===== config.mk =====
export PLATFORM = sky130hd
export DESIGN_NAME = sd_mem1p_arb
export DESIGN_NICKNAME = d
export VERILOG_FILES = /design/src/rtl/sd_mem1p_arb.sv
export SDC_FILE = /design/constraint.sdc
export NUM_CORES = 1
export LEC_CHECK = 0
export CAP_MARGIN = 20
export CORE_UTILIZATION = 36
export CTS_BUF_LIST = sky130_fd_sc_hd__clkbuf_4 sky130_fd_sc_hd__clkbuf_8
export CTS_CLUSTER_DIAMETER = 120
export DETAILED_ROUTE_END_ITERATION = 10
export GPL_ROUTABILITY_DRIVEN = 0
export PLACE_DENSITY = 0.93
export RECOVER_POWER = 50
export SLEW_MARGIN = 5
export SYNTH_ARGS = -nofsm -noshare
export SYNTH_HDL_FRONTEND = slang
export SYNTH_SLANG_ARGS = --single-unit

===== constraint.sdc =====
create_clock -name clk_i -period 3.5 [get_ports clk_i]
set_clock_uncertainty 0.15 [all_clocks]
set_input_delay 0.7 -clock clk_i [delete_from_list [all_inputs] [get_ports clk_i]]
set_output_delay 0.7 -clock clk_i [all_outputs]
set_load 0.01 [all_outputs]

===== src/rtl/sd_mem1p_arb.sv =====
// Two-port round-robin arbiter in front of a single-port synchronous memory.
// Latency: writes take effect at grant; read data is valid in the response slot 2 cycles after grant.
// Backpressure: a full or pending response slot blocks that port's reads; writes from the same port still go through.
module sd_mem1p_arb #(
  parameter int depth   = 256,
  parameter int width   = 8,
  parameter int addr_sz = $clog2(depth)
) (
  input  logic               clk_i,
  input  logic               reset_i,
  // requester 0
  input  logic               c0_srdy_i,
  output logic               c0_drdy_o,
  input  logic               c0_wr_i,
  input  logic [addr_sz-1:0] c0_addr_i,
  input  logic [width-1:0]   c0_data_i,
  // requester 1
  input  logic               c1_srdy_i,
  output logic               c1_drdy_o,
  input  logic               c1_wr_i,
  input  logic [addr_sz-1:0] c1_addr_i,
  input  logic [width-1:0]   c1_data_i,
  // read response 0
  output logic               p0_srdy_o,
  input  logic               p0_drdy_i,
  output logic [width-1:0]   p0_data_o,
  // read response 1
  output logic               p1_srdy_o,
  input  logic               p1_drdy_i,
  output logic [width-1:0]   p1_data_o,
  // single-port memory
  output logic               mem_wr_en_o,
  output logic               mem_rd_en_o,
  output logic [addr_sz-1:0] mem_addr_o,
  output logic [width-1:0]   mem_d_in_o,
  input  logic [width-1:0]   mem_d_out_i
);

  // Round-robin pointer: 0 prefers port 0, 1 prefers port 1.
  logic             ptr_q, ptr_d;
  // A read was granted last cycle; memory data for it arrives this cycle.
  logic             inflt0_q, inflt0_d;
  logic             inflt1_q, inflt1_d;
  // Response slots.
  logic             p0_vld_q, p0_vld_d;
  logic             p1_vld_q, p1_vld_d;
  logic [width-1:0] p0_dat_q, p0_dat_d;
  logic [width-1:0] p1_dat_q, p1_dat_d;

  logic elig0, elig1;
  logic gnt0, gnt1;

  // Eligibility and round-robin grant; slot-free test uses registered state only.
  always_comb begin
    elig0 = c0_srdy_i & (c0_wr_i | (~p0_vld_q & ~inflt0_q));
    elig1 = c1_srdy_i & (c1_wr_i | (~p1_vld_q & ~inflt1_q));
    gnt0  = 1'b0;
    gnt1  = 1'b0;
    if (!reset_i) begin
      if (elig0 && elig1) begin
        if (ptr_q) gnt1 = 1'b1;
        else       gnt0 = 1'b1;
      end else if (elig0) begin
        gnt0 = 1'b1;
      end else if (elig1) begin
        gnt1 = 1'b1;
      end
    end
  end

  // Memory strobes and handshakes follow the single winner.
  always_comb begin
    c0_drdy_o   = gnt0;
    c1_drdy_o   = gnt1;
    mem_wr_en_o = (gnt0 & c0_wr_i) | (gnt1 & c1_wr_i);
    mem_rd_en_o = (gnt0 & ~c0_wr_i) | (gnt1 & ~c1_wr_i);
    mem_addr_o  = gnt1 ? c1_addr_i : c0_addr_i;
    mem_d_in_o  = gnt1 ? c1_data_i : c0_data_i;
    p0_srdy_o   = p0_vld_q;
    p1_srdy_o   = p1_vld_q;
    p0_data_o   = p0_dat_q;
    p1_data_o   = p1_dat_q;
  end

  // Next-state: pointer flips away from the winner, in-flight tracks read grants,
  // slots capture memory data the cycle after the grant and drain on drdy.
  always_comb begin
    ptr_d    = ptr_q;
    if (gnt0)      ptr_d = 1'b1;
    else if (gnt1) ptr_d = 1'b0;

    inflt0_d = gnt0 & ~c0_wr_i;
    inflt1_d = gnt1 & ~c1_wr_i;

    p0_vld_d = p0_vld_q;
    p0_dat_d = p0_dat_q;
    if (inflt0_q) begin
      p0_vld_d = 1'b1;
      p0_dat_d = mem_d_out_i;
    end else if (p0_vld_q && p0_drdy_i) begin
      p0_vld_d = 1'b0;
    end

    p1_vld_d = p1_vld_q;
    p1_dat_d = p1_dat_q;
    if (inflt1_q) begin
      p1_vld_d = 1'b1;
      p1_dat_d = mem_d_out_i;
    end else if (p1_vld_q && p1_drdy_i) begin
      p1_vld_d = 1'b0;
    end
  end

  // State registers; reset drops any pending read and empties both slots.
  always_ff @(posedge clk_i) begin
    if (reset_i) begin
      ptr_q    <= 1'b0;
      inflt0_q <= 1'b0;
      inflt1_q <= 1'b0;
      p0_vld_q <= 1'b0;
      p1_vld_q <= 1'b0;
      p0_dat_q <= '0;
      p1_dat_q <= '0;
    end else begin
      ptr_q    <= ptr_d;
      inflt0_q <= inflt0_d;
      inflt1_q <= inflt1_d;
      p0_vld_q <= p0_vld_d;
      p1_vld_q <= p1_vld_d;
      p0_dat_q <= p0_dat_d;
      p1_dat_q <= p1_dat_d;
    end
  end

endmodule

After elaboration in Yosys (flattened, before gate mapping)
Cells that the tools add are included.
Storage, ports and cells
  output and inout bits: 38
  register bits after elaboration: 21
  logic and storage cells: 48
  input port bits: 48
Cells by class
  bitwise operators: 18
  reduce and logical (&&, ||, !) cells: 6
  muxes and demuxes: 17
Operator list (count)
  $mux 8: 2
  $mux 1: 15
  $and 1x1->1: 8
  $not 1->1: 6
  $reduce_bool 2->1: 3
  $or 1x1->1: 4
  $logic_and 1x1->1: 3

Depth between registers and ports, before layout
Gate-level depths: netlist of the first run.
  depth after elaboration: 10
  depth in mapped cells: 5
  depth with buffers taken out: 3

Least setup slack after synthesis of the first run
OpenSTA, ideal clock, no wires.
  path type: in2out
  start point: input c0_wr_i
  end point: output mem_d_in_o[1]
  arrival time: 1694 ps
  required time: 2650 ps
  setup slack: 956 ps
  stages: 4
  cell sequence: o21bai_2 -> a211oi_4 -> buf_6 -> mux2_1
Between the ends
  cells in the longest elaborated chain, start to end: 6
Ends and longest elaborated chain
  from (decl): line 14  | input logic c0_wr_i,
  $or 1x1->1 *: line 55  | elig0 = c0_srdy_i & (c0_wr_i | (~p0_vld_q & ~inflt0_q));
  $and 1x1->1 *: line 55
  $mux 1 / $logic_and 1x1->1 (equally long branches): line 63, 60
  $mux 1 *: line 60  | if (elig0 && elig1) begin
  $mux 1 *: line 59  | if (!reset_i) begin
  via c1_drdy_o: line 19  | output logic c1_drdy_o,
  $mux 8 *: line 78  | mem_d_in_o = gnt1 ? c1_data_i : c0_data_i;
  to (decl): line 35  | output logic [width-1:0] mem_d_in_o,
The timed path passes the listed nets; every way through them passes the cells marked *.

Final worst setup path of the first run
  start point: input c0_wr_i
  end point: output mem_d_in_o[4]
Between the ends
  cells in the longest elaborated chain, start to end: 6
Ends and longest elaborated chain (line)
  $or 1x1->1 *: 55
  $and 1x1->1 *: 55
  $mux 1 / $logic_and 1x1->1 (equally long branches): 63, 60
  $mux 1 *: 60
  $mux 1 *: 59
  $mux 8 *: 78
Mark *: on every way between the ends. The rest lies on a longest branch, timed or not.

==> metrics, run 1 <==
outcome=finished, final reports clean; Die X=56.2 um; Worst setup EP type=output port; Clock Power Share=0.205; Finished Cell Area=0.00202 sq mm; synthesized area=0.00106 sq mm; arrival time at the worst endpoint=2.64 ns; die height=56.2 um; maximum root-to-sink buffer count=2; Buf/Inv on CP=3; DP Wirelength=2.71 mm; fraction of registers with async set or reset after synthesis=0; Internal=408 uW; per-cell routed wire length=15.8 um; site row count=19; worst setup path start=c0_wr_i; Critical Path RT=2.65 ns; Largest stage delay, worst path=0.48 ns; ys flop type=dfxtp_1; FF+latch count, synth=21; core area=0.00276 sq mm; post-DR vias/cell=4.80; hold path start=p0_data_o[4]; Crit path depth=6; Synth area leader=dfxtp_1; Crit path max-delay family=buffers and inverters; maxcap violations=0; FF-to-FF Start=inflt1_q; switch share=0.250; Ports=86; Setup CP Type=in2out; Least-Margin Pin Slew=0.550 ns; Crit-path slowest cell=clkdlybuf4s50_1; placement-stage cell area=0.00194 sq mm; vias in the first global route=1,061; largest net degree at the start of global routing=20; crit path cell chain=clkdlybuf4s50_1 -> o21bai_2 -> a211oi_4 -> buf_6 -> mux2_1 -> clkdlybuf4s50_1; Nets=238; dominant cell type by count on the critical path=clkdlybuf4s50_1; gate count of the mapped netlist=99; f_max=286 MHz; Static Leak=0.906 nW; worst supply voltage drop on vdd=0.000269 V; GRT Util Overall=0.204; # DRC=0; Syn Nets=147; Final Setup Violations=0; Gate power share=0.328; critical path startpoint category=input pin; clock transition at the registers of the reported paths=0.12 ns; Port Buffers=85; Final TNS setup=0 ns; Routed Antenna Nets=0; top post-synthesis cells by area=dfxtp_1 40%, mux2i_1 15%, mux2_4 14%, nor2_1 7.5%, mux2_1 6.4%; Cell Pwr Density=270 mW/mm^2; layout cell share with drive strength beyond 1=0.127; hold depth=2; total net switching power=136 uW; TritonCTS clock tree=done; crit path time final=3.49 ns; first-pass GRT wire length=5.05 mm; # hold bufs at CTS=0; Seq pwr share=0.467; Pwr Total=544 uW; final cycle utilization of the critical path=0.997; Slew HR=0.633; CTS root buffer=clkbuf_4; DRT Wirelength=3.47 mm; Die Area=0.00315 sq mm; fin util=0.731; Sink Count=21; Worst Reg-to-Reg Cells=5; Starting Density=0.383; top-area cell type share of the netlist area=0.398; Clk Latency, worst-skew pair=0.30 ns; path type of the worst min-delay path=reg2reg; Filler cells=226; hold_ws=0.355 ns; H-Tree Depth=1; sequential element share of the synthesized area=0.398; Final Max Slew Viols=0; initial antenna violation count=0; final global-route overflow total=0; Avg Inst Size Synth=10.7 sq um; number of CTS-inserted buffers=3; vias=1,056; n_diodes=0; endpoints failing hold=0; P&R area growth vs syn=90.9%; Crit Path Max Fanout=9; Post-synth EDFFs=0; DR pass1 iterations=5; 1st-iter DRT viols=29; warning count from the yosys run=0; Yosys cell types=20
## layout by cell type (no fill, tap or decap), types with 2 or more instances in the layout
| cell | instances |
|---|---|
| a21oi_1 | 3 |
| buf_4 | 5 |
| buf_6 | 2 |
| clkbuf_4 | 3 |
| clkdlybuf4s50_1 | 64 |
| dfxtp_1 | 21 |
| dlygate4sd3_1 | 7 |
| dlymetal6s2s_1 | 13 |
| inv_1 | 3 |
| mux2_1 | 6 |
| mux2_4 | 10 |
| mux2i_1 | 16 |
| nand2_1 | 3 |
| nor2_1 | 21 |
| o2bb2ai_1 | 2 |
## state kept, by name, indices dropped and copies added, names as in the netlist
name / cells
p1_srdy_o: 1
ptr_q: 1
p0_srdy_o: 1
p1_data_o: 8
inflt1_q: 1
inflt0_q: 1
p0_data_o: 8
## kinds of logic after synthesis
group	share of synthesized area
compound gates	0.0770
buf+inv	0.0569
flops	0.398
mux	0.358
simple gates	0.110
## final cells by class
cell class              count  area [sq um]  share of cell area
inverters                   3          11.3             0.00559
multi-input cells          69           576               0.286
clock inverters             1          5.00             0.00248
well taps                  31          38.8              0.0192
repair buffers             92           942               0.467
clock buffers               3          22.5              0.0112
flip-flops and latches     21           420               0.209
## tightest hold or removal path, cell delays in order (launching register included)
cell,delay [ns]
dfxtp_1,0.34
mux2i_1,0.06
nor2_1,0.07
## worst paths after layout
| kind | slack, ns | endpoint |
|---|---|---|
| worst max-delay path | 0.009 | mem_d_in_o[4] |
| worst min-delay path | 0.36 | p0_data_o[4] |
| worst max register to register | 1.82 | inflt1_q |
| worst min register to register | 0.36 | p0_data_o[4] |
## power by group through the flow
stage / Clock [mW] / Combinational [mW] / Sequential (mW)
finish: 0.112 / 0.179 / 0.254
global route: 0.124 / 0.189 / 0.256
CTS: 0.115 / 0.182 / 0.255
detailed placement: 0 / 0.181 / 0.260
global placement: 0 / 0.177 / 0.259
floorplan: 0 / 0.0687 / 0.260
## synth_stat cells (2+ instances only)
master,n
dfxtp_1,21
nor2_1,21
mux2i_1,16
mux2_4,10
mux2_1,6
a21oi_1,3
buf_6,3
inv_1,3
nand2_1,3
clkbuf_1,2
o2bb2ai_1,2
## metrics by stage
| step | setup slack, ns | instances |
|---|---|---|
| 2_1_floorplan | 0.956 | 99 |
| 3_3_place_gp | 0.0315 | 215 |
| 3_5_place_dp | -0.0382 | 215 |
| 4_1_cts | 0.00379 | 219 |
| 5_1_grt | -0.0290 | 220 |
| 6_report | 0.00934 | 220 |
## layer usage
layer / track usage / part of all wire
met2: 0.388 / 0.54
met1: 0.226 / 0.37
met5: 0 / 0
met3: 0.0605 / 0.086
met4: 0.0279 / 0.0035
## what timing repair did
item,CTS,global route
endpoints found under the setup margin,4,15
setup buffers,0,1
gates resized for setup,3,14
Power figures use the tool's default switching activity.
==> run 2: changes to the inputs <==
--- a/config.mk
+++ b/config.mk
@@ -5,7 +5,7 @@
 export SDC_FILE = /design/constraint.sdc
 export NUM_CORES = 1
 export LEC_CHECK = 0
-export CAP_MARGIN = 20
+export CORE_MARGIN = 3
 export CORE_UTILIZATION = 36
 export CTS_BUF_LIST = sky130_fd_sc_hd__clkbuf_4 sky130_fd_sc_hd__clkbuf_8
 export CTS_CLUSTER_DIAMETER = 120
==> metrics, run 2 (synthesized netlist as in run 1, its figures left out) <==
Clk Latency, worst-skew pair=0.29 ns (about the same); CTS root buffer=clkbuf_4; vias in the first global route=1,093 (+3.0%); Setup WS post-layout=0.0581 ns (+0.0488 ns); area of the multi-input gates=576 sq um (unchanged); layout cell share with drive strength beyond 1=0.135 (+0.00843); n_diodes=0 (unchanged); Setup CP Type=in2out; DR pass1 iterations=4 (-1); final cycle utilization of the critical path=0.983 (-0.0139); crit path cell chain=clkdlybuf4s50_1 -> o21bai_2 -> a211oi_4 -> buf_6 -> mux2_1 -> clkdlybuf4s50_1; worst supply voltage drop on vdd=0.000267 V (-0.92%); path type of the worst min-delay path=reg2reg; grt met3 use=0.0497 (-0.0108); number of CTS-inserted buffers=3 (unchanged); critical path startpoint category=input pin; Gate power share=0.334 (+0.006); met1 usage=0.198 (-0.0280); hold depth=2 (unchanged); post-DR vias/cell=4.82 (+0.43%); Slew HR=0.612 (-0.0211); arrival time at the worst endpoint=2.59 ns (-0.05 ns); Pwr Total=550 uW (+0.99%); die height=60.2 um (+7.1%); Die X=60.2 um (+7.1%); Register Area=420 sq um (unchanged); Crit path depth=6 (unchanged); core area=0.00278 sq mm (+0.86%); Nets=241 (+1.3%); Worst setup EP type=output port; Final TNS setup=0 ns (unchanged); first-pass GRT wire length=5.19 mm (+2.7%); largest net degree at the start of global routing=20 (unchanged); Filler cells=187 (-17%); Starting Density=0.380 (-0.00327); Crit Path Max Fanout=6 (-3); Crit-path slowest cell=clkdlybuf4s50_1; Clock Power Share=0.203 (-0.002); met2 track demand over resource=0.363 (-0.0251); DRT Wirelength=3.69 mm (+6.5%); Static Leak=0.924 nW (+2.0%); clock transition at the registers of the reported paths=0.12 ns (about the same); P&R area growth vs syn=93.6%; GRT Util Overall=0.191 (-0.0128); initial antenna violation count=0 (unchanged); 1st-iter DRT viols=19 (-34%); gr busiest metal=met2; site row count=19 (unchanged); Internal=412 uW (+0.84%); # DRC=0 (unchanged); per-cell routed wire length=16.6 um (+5.1%); fin util=0.735 (+0.00410); crit path time final=3.44 ns (-0.0488 ns); outcome=finished, final reports clean; maximum root-to-sink buffer count=2 (unchanged); dominant cell type by count on the critical path=clkdlybuf4s50_1; Least-Margin Pin Slew=0.581 ns (+0.0317 ns); DP Wirelength=2.93 mm (+8.3%); Crit path max-delay family=buffers and inverters; Critical Path RT=2.65 ns (about the same); Seq pwr share=0.463 (-0.004); Finished Layout Cells=223 (+1.4%); Cell Pwr Density=269 mW/mm^2 (-0.44%); Sink Count=21 (unchanged); endpoints failing hold=0 (unchanged); Worst Reg-to-Reg Cells=5 (unchanged); Ports=86 (unchanged); placed cell count=216 (+0.47%); Buf/Inv on CP=3 (unchanged); most frequent cells in the layout=70 x clkdlybuf4s50_1, 21 x nor2_1, 21 x dfxtp_1, 16 x mux2i_1, 15 x dlymetal6s2s_1; Port Buffers=85 (unchanged); H-Tree Depth=1 (unchanged); Final Max Slew Viols=0 (unchanged); Largest stage delay, worst path=0.48 ns (about the same); Place WS=-0.00154 ns (+0.0367 ns); switch share=0.251 (+0.00109); final global-route overflow total=0 (unchanged); total net switching power=138 uW (+1.4%); Routed Antenna Nets=0 (unchanged); Final Setup Violations=0 (unchanged); maxcap violations=0 (unchanged); Die Area=0.00362 sq mm (+15%); f_max=291 MHz (+1.4%); vias=1,075 (+1.8%); most common cell after layout, fill and taps aside=clkdlybuf4s50_1; TritonCTS clock tree=done
[run 2: cell count changes in the layout (fill, tap and decap cells not counted), sizes merged]
| cell | previous run | this run |
|---|---|---|
| dlymetal6s2s | 13 | 15 |
| buf | 7 | 10 |
| dlygate4sd2 | 1 | 0 |
| dlygate4sd3 | 7 | 0 |
| clkdlybuf4s50 | 64 | 70 |
[run 2: final timing paths]
kind | startpoint | end | slack [ns]
worst min-delay path | p0_data_o[6] | p0_data_o[6] | 0.36
worst max register to register | inflt1_q | inflt1_q | 1.76
worst max-delay path | c0_wr_i | mem_d_in_o[6] | 0.06
worst min register to register | p0_data_o[6] | p0_data_o[6] | 0.36
[run 2: final cells by class]
type / count / share of cell area
repair buffers: 95 / 0.475
multi-input cells: 69 / 0.282
flip-flops and latches: 21 / 0.206
well taps: 31 / 0.0190
clock buffers: 3 / 0.0110
inverters: 3 / 0.00551
clock inverters: 1 / 0.00245
[run 2: metrics by stage]
step	hold slack, ns	cell area [sq um]
global placement	0.324	1950
finish	0.358	2040
global route	0.383	2040
CTS	0.360	1980
detailed placement	0.331	1950
floorplan	0.309	1060
[run 2: power groups by stage]
stage | logic, mW | registers (mW) | clock network (mW)
after floorplan | 0.0687 | 0.260 | 0
after global placement | 0.179 | 0.259 | 0
after detailed placement | 0.184 | 0.260 | 0
after CTS | 0.184 | 0.255 | 0.114
after global routing | 0.195 | 0.256 | 0.126
final | 0.184 | 0.255 | 0.112
[run 2: what timing repair did]
item                                    4_1_cts  5_1_grt
hold buffers                                  0        0
endpoints found under the setup margin        2       16
pin swaps                                     0        0
setup buffers                                 0        3
gates cloned                                  0        0
gates resized for setup                       0       17
[run 2: worst min-delay path: stages (launching register included)]
cell	delay [ns]
dfxtp_1	0.35
mux2i_1	0.06
nor2_1	0.07
[run 2: layer usage]
metal  vias up  share of wire
li1        518              -
met3         8          0.090
met4         0          0.029
met2        57           0.51
met1       492           0.37
met5         -              0
